`src/rtl/logic_gate_controller.sv`:
```
// Debounced two-input logic gate for the Go Board: switches 1/2 are operands,
// switch 3 steps the gate mode, switch 4 clears it to AND, LED 4 flashes on every mode change.
`timescale 1ns/1ps
module logic_gate_controller #(
  parameter int DEBOUNCE_CYCLES = 250000,
  parameter int FLASH_CYCLES    = 6250000
) (
  input  logic i_Clk,
  input  logic i_Rst_L,
  input  logic i_Switch_1,
  input  logic i_Switch_2,
  input  logic i_Switch_3,
  input  logic i_Switch_4,
  output logic o_LED_1,
  output logic o_LED_2,
  output logic o_LED_3,
  output logic o_LED_4
);

  localparam int DW = $clog2(DEBOUNCE_CYCLES);
  localparam int FW = $clog2(FLASH_CYCLES + 1);
  localparam logic [DW-1:0] DB_LAST    = DW'(DEBOUNCE_CYCLES - 1);
  localparam logic [FW-1:0] FLASH_LOAD = FW'(FLASH_CYCLES);

  typedef enum logic [1:0] {
    MODE_AND  = 2'b00,
    MODE_OR   = 2'b01,
    MODE_XOR  = 2'b10,
    MODE_NAND = 2'b11
  } mode_t;

  logic [3:0]    raw;
  logic [3:0]    sync1;
  logic [3:0]    sync2;
  logic [3:0]    deb;
  logic [1:0]    btn_q;
  logic [DW-1:0] db_cnt [4];
  logic          press_step;
  logic          press_clr;
  mode_t         state;
  mode_t         state_next;
  mode_t         state_q;
  logic          gate_next;
  logic [FW-1:0] flash_cnt;

  assign raw = {i_Switch_4, i_Switch_3, i_Switch_2, i_Switch_1};

  always_ff @(posedge i_Clk or negedge i_Rst_L) begin
    if (!i_Rst_L) begin
      sync1 <= '0;
      sync2 <= '0;
    end else begin
      sync1 <= raw;
      sync2 <= sync1;
    end
  end

  // A differing level must survive DEBOUNCE_CYCLES consecutive edges; any agreeing cycle restarts the count.
  always_ff @(posedge i_Clk or negedge i_Rst_L) begin
    if (!i_Rst_L) begin
      deb   <= '0;
      btn_q <= '0;
      for (int i = 0; i < 4; i++) db_cnt[i] <= '0;
    end else begin
      btn_q <= deb[3:2];
      for (int i = 0; i < 4; i++) begin
        if (sync2[i] == deb[i]) begin
          db_cnt[i] <= '0;
        end else if (db_cnt[i] == DB_LAST) begin
          deb[i]    <= sync2[i];
          db_cnt[i] <= '0;
        end else begin
          db_cnt[i] <= db_cnt[i] + DW'(1);
        end
      end
    end
  end

  assign press_step = deb[2] & ~btn_q[0];
  assign press_clr  = deb[3] & ~btn_q[1];

  always_ff @(posedge i_Clk or negedge i_Rst_L) begin
    if (!i_Rst_L) begin
      state   <= MODE_AND;
      state_q <= MODE_AND;
    end else begin
      state   <= state_next;
      state_q <= state;
    end
  end

  // Clear beats step when both presses land in the same cycle.
  always_comb begin
    state_next = state;
    if (press_clr) begin
      state_next = MODE_AND;
    end else if (press_step) begin
      unique case (state)
        MODE_AND:  state_next = MODE_OR;
        MODE_OR:   state_next = MODE_XOR;
        MODE_XOR:  state_next = MODE_NAND;
        MODE_NAND: state_next = MODE_AND;
        default:   state_next = MODE_AND;
      endcase
    end
  end

  always_comb begin
    gate_next = 1'b0;
    unique case (state)
      MODE_AND:  gate_next = deb[0] & deb[1];
      MODE_OR:   gate_next = deb[0] | deb[1];
      MODE_XOR:  gate_next = deb[0] ^ deb[1];
      MODE_NAND: gate_next = ~(deb[0] & deb[1]);
      default:   gate_next = 1'b0;
    endcase
  end

  assign o_LED_2 = state[1];
  assign o_LED_3 = state[0];

  // The flash keys off an actual register change, so a clear while already in AND stays dark.
  always_ff @(posedge i_Clk or negedge i_Rst_L) begin
    if (!i_Rst_L) begin
      o_LED_1   <= 1'b0;
      flash_cnt <= '0;
    end else begin
      o_LED_1 <= gate_next;
      if (state != state_q) begin
        flash_cnt <= FLASH_LOAD;
      end else if (flash_cnt != '0) begin
        flash_cnt <= flash_cnt - FW'(1);
      end
    end
  end

  assign o_LED_4 = (flash_cnt != '0);

endmodule

```
`config.mk`:
```
export PLATFORM = sky130hd
export DESIGN_NAME = logic_gate_controller
export DESIGN_NICKNAME = d
export VERILOG_FILES = /design/src/rtl/logic_gate_controller.sv
export SDC_FILE = /design/constraint.sdc
export NUM_CORES = 1
export LEC_CHECK = 0
export CAP_MARGIN = 20
export CELL_PAD_IN_SITES_DETAIL_PLACEMENT = 0
export CELL_PAD_IN_SITES_GLOBAL_PLACEMENT = 1
export CORE_ASPECT_RATIO = 0.8
export CORE_MARGIN = 1.5
export CORE_UTILIZATION = 49
export DETAILED_ROUTE_END_ITERATION = 6
export HOLD_SLACK_MARGIN = 0.03
export PLACE_DENSITY_LB_ADDON = 0.15
export SETUP_SLACK_MARGIN = 0.1
export SLEW_MARGIN = 20
export SYNTH_ARGS = -nofsm -noshare
export SYNTH_HDL_FRONTEND = slang
export SYNTH_SLANG_ARGS = --single-unit
```
`constraint.sdc`:
```
create_clock -name i_Clk -period 2.5 [get_ports i_Clk]
set_input_delay 0.5 -clock i_Clk [delete_from_list [all_inputs] [get_ports i_Clk]]
set_output_delay 0.5 -clock i_Clk [all_outputs]
set_load 0.05 [all_outputs]
```
==> out/results.md, run 1 <==
| Stage | Quantity | This run |
|:---|:---|:---|
| global route | Grt total ovfl | 0 |
| pwr | IR Drop Worst-Case VDD | 0.514 mV |
| drt | Number of routed nets with antenna violations | 0 |
| die | Y dimension of the die | 99.4 um |
| run | Max-Cap Viols | 0 |
| worst setup path | Reg-to-reg slack, setup | 0.28 ns |
| drt | Via/cell ratio | 5.70 |
| worst setup path | Worst setup EP type | primary output |
| drt | Total via count after detailed routing | 4,373 |
| pwr | Int Pwr | 3630 uW |
| sta | Measured slew at the worst slew-check pin | 0.533 ns |
| die | Number of placed I/O pins | 10 |
| yosys | Top cells by area in the synthesized netlist | sky130_fd_sc_hd__dfrtp_1 (50%), sky130_fd_sc_hd__xnor2_1 (6.3%), sky130_fd_sc_hd__nor2_1 (5.4%), sky130_fd_sc_hd__nand3_1 (2.9%), sky130_fd_sc_hd__or4_1 (2.5%) |
| place | HPWL after detailed placement | 7490 um |
| global route | Total Routing Usage GR | 21.0% |
| worst setup path | Worst Path Max Fanout | 5 |
| pwr | Comb pwr share | 2.5% |
| sta | Number of setup violations in the final report | 0 |
| yosys | Fraction of synthesized cell area taken by the top area cell type | 50.1% |
| die | Starting density of the core | 51.3% |
| pwr | Reported leakage power | 0.00293 uW |
| sta | Final Critical Period | 2.29 ns |
| global route | Antenna violations before repair | 0 |
| yosys | EDFF count, synth | 0 |
| yosys | FFs w/ async S/R, synth | 100% |
| global route | Global-route wire length before repair | 20,200 um |
| place | Placed instance count | 733 |
| global route | Pin count of the biggest net entering global routing | 47 |
| run status | Status | completed |
| yosys | Post-synth cell types | 48 |
| finish | Diodes inserted | 0 |
| sta | Worst hold slack | 0.348 ns |
| pwr | PD cells | 679 nW/um^2 |
| yosys | Yosys warning count | 0 |
| sta | Sum of negative setup slack | 0 ns |
| worst setup path | Reg2Reg Depth | 7 |
| clock tree | Clock insertion delay at the later pin of the skew report | 0.41 ns |
| clock tree | Number of buffers inserted during clock tree synthesis | 17 |
| worst setup path | Critical Path Sink | o_LED_4 |
| finish | Area delta synth->final | 18.4% |
| worst setup path | Worst Path Class, Setup | flip-flop to primary output |
| yosys | Syn nets | 591 |
| pwr | Switching power | 948 uW |
| yosys | Synth area leader | sky130_fd_sc_hd__dfrtp_1 |
| sta | Worst slew slack as a fraction of its limit | 63.5% |
| yosys | Count of state elements after synthesis | 114 |
| sta | Post-layout worst setup margin | 0.210 ns |
| finish | Number of cells in the finished layout apart from fillers | 767 |
| die | Area of the core region | 11,100 sq um |
| global route | Vias in the first global route | 4,225 |
| drt | Drc violations | 0 |
| clock tree | Total number of clock tree sinks | 114 |
| worst setup path | Startpoint class of the critical path | flip-flop |
| drt | Drt first pass iters | 4 |
| die | Standard-cell row count | 34 |
| drt | WL per Instance | 14.8 um |
| worst setup path | Reg2Reg Launch Point | flash_cnt[0] |
| sta | Final worst-path cycle share | 91.6% |
| finish | Share of final-layout standard cells stronger than drive strength 1 | 11.6% |
| sta | Number of hold violations in the final report | 0 |
| yosys | Share of the yosys chip area belonging to registers | 50.1% |
| sta | RSZ-0062 raised after global routing | no |
| clock tree | H-tree Lvls | 4 |
| sta | Max frequency | 0.437 GHz |
| clock tree | Root Driver | sky130_fd_sc_hd__clkbuf_16 |
| worst setup path | WP data arrival | 1.79 ns |
| clock tree | Worst-path clk slew | 0.06 ns |
| pwr | Switching Share | 20.7% |
| clock tree | TritonCTS clock tree | yes |
| finish | Count of nets after finishing | 627 |
| place | Routability-driven placement congestion ratio | 0.775 |
| die | Die area | 12,300 sq um |
| yosys | Mapped cell area | 5690 sq um |
| yosys | Syn avg cell area | 9.92 sq um |
| pwr | Sequential Power Share | 41.2% |
| worst setup path | Launching instance or port of the critical path | flash_cnt[19] |
| drt | Drt total wl | 11,300 um |
| pwr | Post-layout power | 4580 uW |
| die | Die W | 123 um |
| yosys | Most common flop cell mapped by yosys | sky130_fd_sc_hd__dfrtp_1 |
| place | PortBufs | 9 |
| pwr | Share of total power in the clock network | 56.3% |
| sta | Layout Skew | 0.0101 ns |
| clock tree | Maximum count of clock buffers along a single path | 2 |
| sta | Max Transition Viols Final | 0 |
| worst setup path | R2R Path End | flash_cnt[20] |
| finish | Number of fill cells in the layout | 962 |
| hold path | Type of the worst min-delay path | flip-flop to flip-flop |
| place | Worst Setup Slack post-DPL | 0.336 ns |
| yosys | Gate count of the mapped netlist | 574 |
| worst setup path | Required time at the endpoint of the critical path | 2.00 ns |
| drt | DRC marker count from the first detailed-route iteration | 357 |
==> synthesized netlist by cell type (3+ instances only) <==
master,instances
sky130_fd_sc_hd__xor2_1,14
sky130_fd_sc_hd__nand4_1,17
sky130_fd_sc_hd__nand2b_1,5
sky130_fd_sc_hd__a211oi_1,6
sky130_fd_sc_hd__or2_2,4
sky130_fd_sc_hd__inv_1,25
sky130_fd_sc_hd__and2_1,3
sky130_fd_sc_hd__nor4b_1,3
sky130_fd_sc_hd__ha_1,11
sky130_fd_sc_hd__and4_1,3
sky130_fd_sc_hd__o31ai_1,15
sky130_fd_sc_hd__nor2_1,82
sky130_fd_sc_hd__mux2_2,4
sky130_fd_sc_hd__nand3_1,33
sky130_fd_sc_hd__dfrtp_1,114
sky130_fd_sc_hd__and3_1,7
sky130_fd_sc_hd__nor3_1,20
sky130_fd_sc_hd__or4_1,19
sky130_fd_sc_hd__nor4_1,18
sky130_fd_sc_hd__or2_1,3
sky130_fd_sc_hd__xnor2_1,41
sky130_fd_sc_hd__buf_2,5
sky130_fd_sc_hd__clkbuf_1,5
sky130_fd_sc_hd__or3_1,10
sky130_fd_sc_hd__mux2i_1,9
sky130_fd_sc_hd__a21oi_1,23
sky130_fd_sc_hd__nand2_1,36
sky130_fd_sc_hd__o21ai_0,12
sky130_fd_sc_hd__nor2b_1,3
sky130_fd_sc_hd__a31oi_1,3
==> cells by family (layout without fill, tap and decap cells) <==
kind of cell / after synthesis / in the layout / share of synthesized area, %
multiplexers: 13 / 13 / 2.37
flip-flops: 114 / 114 / 50.1
adder cells (fa/ha/maj): 11 / 11 / 2.42
AND/OR/NAND/NOR: 277 / 277 / 25.7
AO/OA/AOI/OAI: 69 / 69 / 8.55
buffers and inverters: 35 / 84 / 2.42
XOR/XNOR: 55 / 55 / 8.46
==> cells in the final DEF (no fill, tap or decap), drive strengths merged, types with 3 or more instances in the layout <==
cell type      instances
clkinv                 5
bufinv                 4
and3                   7
dfrtp                114
mux2i                  9
a31oi                  3
a211oi                 6
nor2b                  3
or3                   10
nand2                 36
or4                   19
o21ai                 12
a21oi                 23
ha                    11
o31ai                 15
or2                    7
xor2                  14
and2                   3
clkbuf                20
nand4                 18
xnor2                 41
buf                   19
and4                   4
nor3                  20
nor2                  82
nor4b                  3
nor4                  20
o41ai                  4
nand2b                 5
clkdlybuf4s50          7
inv                   26
nand3                 33
mux2                   4
==> final cells by class <==
| cell class | count | area (sq um) | share of cell area, % |
|---|---|---|---|
| clock inverters | 12 | 180 | 2.67 |
| multi-input cells | 425 | 2740 | 40.7 |
| well taps | 144 | 180 | 2.67 |
| repair buffers | 27 | 235 | 3.49 |
| inverters | 25 | 93.8 | 1.39 |
| flip-flops and latches | 114 | 2850 | 42.3 |
| clock buffers | 20 | 457 | 6.78 |
==> worst min-delay path by stage <==
stage / start / end / slack (ns) / cells past startpoint
6_report: sync1[1] / sync2[1] / 0.35 / 0
2_1_floorplan: i_Rst_L / btn_q[0] / 0.20 / 0
3_3_place_gp: sync1[2] / sync2[2] / 0.33 / 0
3_5_place_dp: sync1[1] / sync2[1] / 0.34 / 0
5_1_grt: sync1[2] / sync2[2] / 0.37 / 0
4_1_cts: sync1[1] / sync2[1] / 0.35 / 0
==> critical path, cell delays in order (launching register included) <==
cell and delay [ns]:
sky130_fd_sc_hd__dfrtp_1 0.41, sky130_fd_sc_hd__nor4_2 0.28, sky130_fd_sc_hd__buf_4 0.18, sky130_fd_sc_hd__and4_1 0.23, sky130_fd_sc_hd__nand2_1 0.09, sky130_fd_sc_hd__buf_4 0.19
==> through the flow <==
step,util [%],cell area [sq um]
4_1_cts,60.4,6710
3_5_place_dp,54.5,6050
5_1_grt,60.7,6740
6_report,60.7,6740
2_1_floorplan,-,5690
3_3_place_gp,54.5,6050
==> layer usage <==
layer  GRT usage [%]  vias to the layer above  wire length, um
met1            30.1                     2170             5730
li1                -                     2145                -
met3            6.08                        9              267
met2            30.9                       49             5230
met5               0                        -                0
met4            6.19                        0              109
==> sequential cells by signal (all words and copies together) (netlist names) <==
name       cells
flash_cnt     23
state_q        2
sync1          4
state          2
btn_q          2
o_LED_1        1
sync2          4
deb            4
db_cnt        72
==> repair_timing <==
action                                  CTS  global route
gates resized for setup                   3             5
endpoints found under the hold margin     3             0
endpoints found under the setup margin    1             1
setup buffers                             0             1
hold buffers                              1             0
cloned                                    0             0
==> power groups by stage <==
| stage | clock, uW | combinational, uW | sequential (uW) |
|---|---|---|---|
| 6_report | 2580 | 112 | 1890 |
| 5_1_grt | 2730 | 132 | 1890 |
| 4_1_cts | 2620 | 117 | 1890 |
| 3_5_place_dp | 0 | 115 | 1920 |
| 3_3_place_gp | 0 | 113 | 1920 |
| 2_1_floorplan | 0 | 49.5 | 1920 |
(Power assumes the default switching activity.)
==> inputs of run 2 (changes only) <==
GPL_TIMING_DRIVEN = 0   (was unset)
==> out/results.md, run 2 (synthesized netlist as in run 1, its figures left out) <==
| Stage | Quantity | This run |
|:---|:---|:---|
| global route | Global-route wire length before repair | 20,200 um |
| place | HPWL after detailed placement | 7520 um |
| worst setup path | R2R Path End | flash_cnt[5] |
| drt | Drc violations | 0 |
| die | Area of the core region | 11,100 sq um |
| place | Placed instance count | 728 |
| die | Standard-cell row count | 34 |
| worst setup path | Worst Path Class, Setup | flip-flop to primary output |
| finish | Leading cell types in the layout, fill and taps excluded | sky130_fd_sc_hd__dfrtp_1 (114), sky130_fd_sc_hd__nor2_1 (81), sky130_fd_sc_hd__xnor2_1 (41), sky130_fd_sc_hd__nand2_1 (36), sky130_fd_sc_hd__nand3_1 (33) |
| finish | Share of final-layout standard cells stronger than drive strength 1 | 11.6% |
| pwr | PD cells | 681 nW/um^2 |
| sta | Number of hold violations in the final report | 0 |
| place | Routability-driven placement congestion ratio | 0.778 |
| clock tree | Worst-path clk slew | 0.05 ns |
| die | Die W | 123 um |
| clock tree | TritonCTS clock tree | yes |
| worst setup path | Required time at the endpoint of the critical path | 2.00 ns |
| die | Starting density of the core | 51.3% |
| finish | Count of nets after finishing | 625 |
| worst setup path | Worst path cell trace | inv_1 -> ha_4 -> nor3b_4 -> and3_4 -> nand2_1 -> buf_4 |
| finish | Number of fill cells in the layout | 935 |
| global route | Grt total ovfl | 0 |
| sta | Final Critical Period | 2.33 ns |
| finish | Diodes inserted | 0 |
| global route | Pin count of the biggest net entering global routing | 67 |
| worst setup path | Reg2Reg Depth | 7 |
| sta | Number of setup violations in the final report | 0 |
| worst setup path | Largest stage delay on the critical path | 0.42 ns |
| worst setup path | WP data arrival | 1.83 ns |
| sta | Measured slew at the worst slew-check pin | 0.663 ns |
| clock tree | Maximum count of clock buffers along a single path | 2 |
| die | Y dimension of the die | 99.4 um |
| clock tree | H-tree Lvls | 4 |
| clock tree | Clock insertion delay at the later pin of the skew report | 0.41 ns |
| drt | Number of routed nets with antenna violations | 0 |
| drt | WL per Instance | 15.4 um |
| sta | RSZ-0062 raised after global routing | yes |
| sta | Worst slew slack as a fraction of its limit | 54.7% |
| worst setup path | Worst Path Max Fanout | 4 |
| finish | Number of cells in the finished layout apart from fillers | 765 |
| finish | Area delta synth->final | 18.9% |
| worst setup path | Slowest-stage cell, CP | sky130_fd_sc_hd__dfrtp_1 |
| clock tree | Root Driver | sky130_fd_sc_hd__clkbuf_16 |
| global route | Total Routing Usage GR | 20.9% |
| hold path | Type of the worst min-delay path | input port to async pin |
| pwr | IR Drop Worst-Case VDD | 0.582 mV |
| drt | Drt total wl | 11,800 um |
| worst setup path | Reg2Reg Launch Point | flash_cnt[0] |
| finish | Register name with the most flops | db_cnt |
| worst setup path | Worst setup EP type | primary output |
| clock tree | Number of buffers inserted during clock tree synthesis | 17 |
| clock tree | Total number of clock tree sinks | 114 |
| sta | Final worst-path cycle share | 93.3% |
| clock tree | Hold-fix buffer count after cts | 0 |
| pwr | Reported leakage power | 0.00295 uW |
| worst setup path | Critical Path Sink | o_LED_4 |
| run | Max-Cap Viols | 0 |
| place | PortBufs | 9 |
| sta | Layout Skew | 0.0103 ns |
| global route | Vias in the first global route | 4,216 |
| worst setup path | Reg-to-reg slack, setup | 0.28 ns |
| worst setup path | Launching instance or port of the critical path | flash_cnt[0] |
| global route | Antenna violations before repair | 0 |
| drt | DRC marker count from the first detailed-route iteration | 347 |
| drt | Via/cell ratio | 5.78 |
| sta | Sum of negative setup slack | 0 ns |
| sta | Max Transition Viols Final | 0 |
| finish | Largest registers | db_cnt: 72 flops, flash_cnt: 23 flops |
| run status | Status | completed |
| die | Number of placed I/O pins | 10 |
| sta | Max frequency | 0.429 GHz |
| finish | Max FFs per register | 72 |
| drt | Total via count after detailed routing | 4,418 |
| die | Die area | 12,300 sq um |
| finish | Most common cell after layout, fill and taps aside | sky130_fd_sc_hd__dfrtp_1 |
| drt | Drt first pass iters | 7 |
| worst setup path | Startpoint class of the critical path | flip-flop |
[run 2: area by class of cell]
cell class	instances	area, sq um	share of cell area, %
Tap cell	144	180	2.66
Inverter	25	93.8	1.39
Multi-Input combinational cell	425	2790	41.3
Clock buffer	23	488	7.21
Clock inverter	9	151	2.24
Sequential cell	114	2850	42.2
Buffer	9	45.0	0.666
Timing Repair Buffer	16	161	2.39
[run 2: worst min-delay path by stage]
stage	startpoint	to	slack (ns)	cells past startpoint
2_1_floorplan	i_Rst_L	btn_q[0]	0.20	0
3_3_place_gp	sync1[1]	sync2[1]	0.33	0
3_5_place_dp	sync1[2]	sync2[2]	0.34	0
4_1_cts	i_Rst_L	db_cnt[60]	0.03	1
5_1_grt	i_Rst_L	db_cnt[60]	0.05	1
6_report	i_Rst_L	db_cnt[60]	0.02	1
[run 2: report_power, final]
part,switching (uW),total [uW],internal [uW]
combinational,74.7,110,35.5
clock,837,2610,1770
sequential,18.5,1890,1870
total,930,4610,3680
[run 2: routing by layer]
metal / global-route usage (%) / vias up / wire, um
met1: 30.9 / 2175 / 5780
li1: - / 2133 / -
met5: 0 / - / 0
met2: 30.4 / 96 / 5420
met3: 5.33 / 14 / 482
met4: 6.19 / 0 / 94
[run 2: per-stage QoR]
step / hold slack, ns / setup slack, ns / instance area, sq um / util [%] / power, uW
after floorplan: 0.204 / 0.446 / 5690 / - / 1970
after CTS: 0.0322 / 0.0649 / 6680 / 60.2 / 4650
after global placement: 0.334 / -3.50 / 5960 / 53.7 / 2030
final: 0.0218 / 0.167 / 6770 / 60.9 / 4610
after detailed placement: 0.336 / -0.258 / 5990 / 54.0 / 2030
after global routing: 0.0498 / 0.0597 / 6770 / 60.9 / 4760
[run 2: timing repair]
action	in CTS	in global routing
setup buffers	1	5
pin swaps	0	3
endpoints found under the setup margin	7	47
resized for setup	15	13
[run 2: critical path: cells and delay by family, from the launching register on]
kind | cells | cell delay [ns]
buf+inv | 2 | 0.35
simple gates | 3 | 0.49
flops | 1 | 0.42
fa+ha+maj | 1 | 0.17
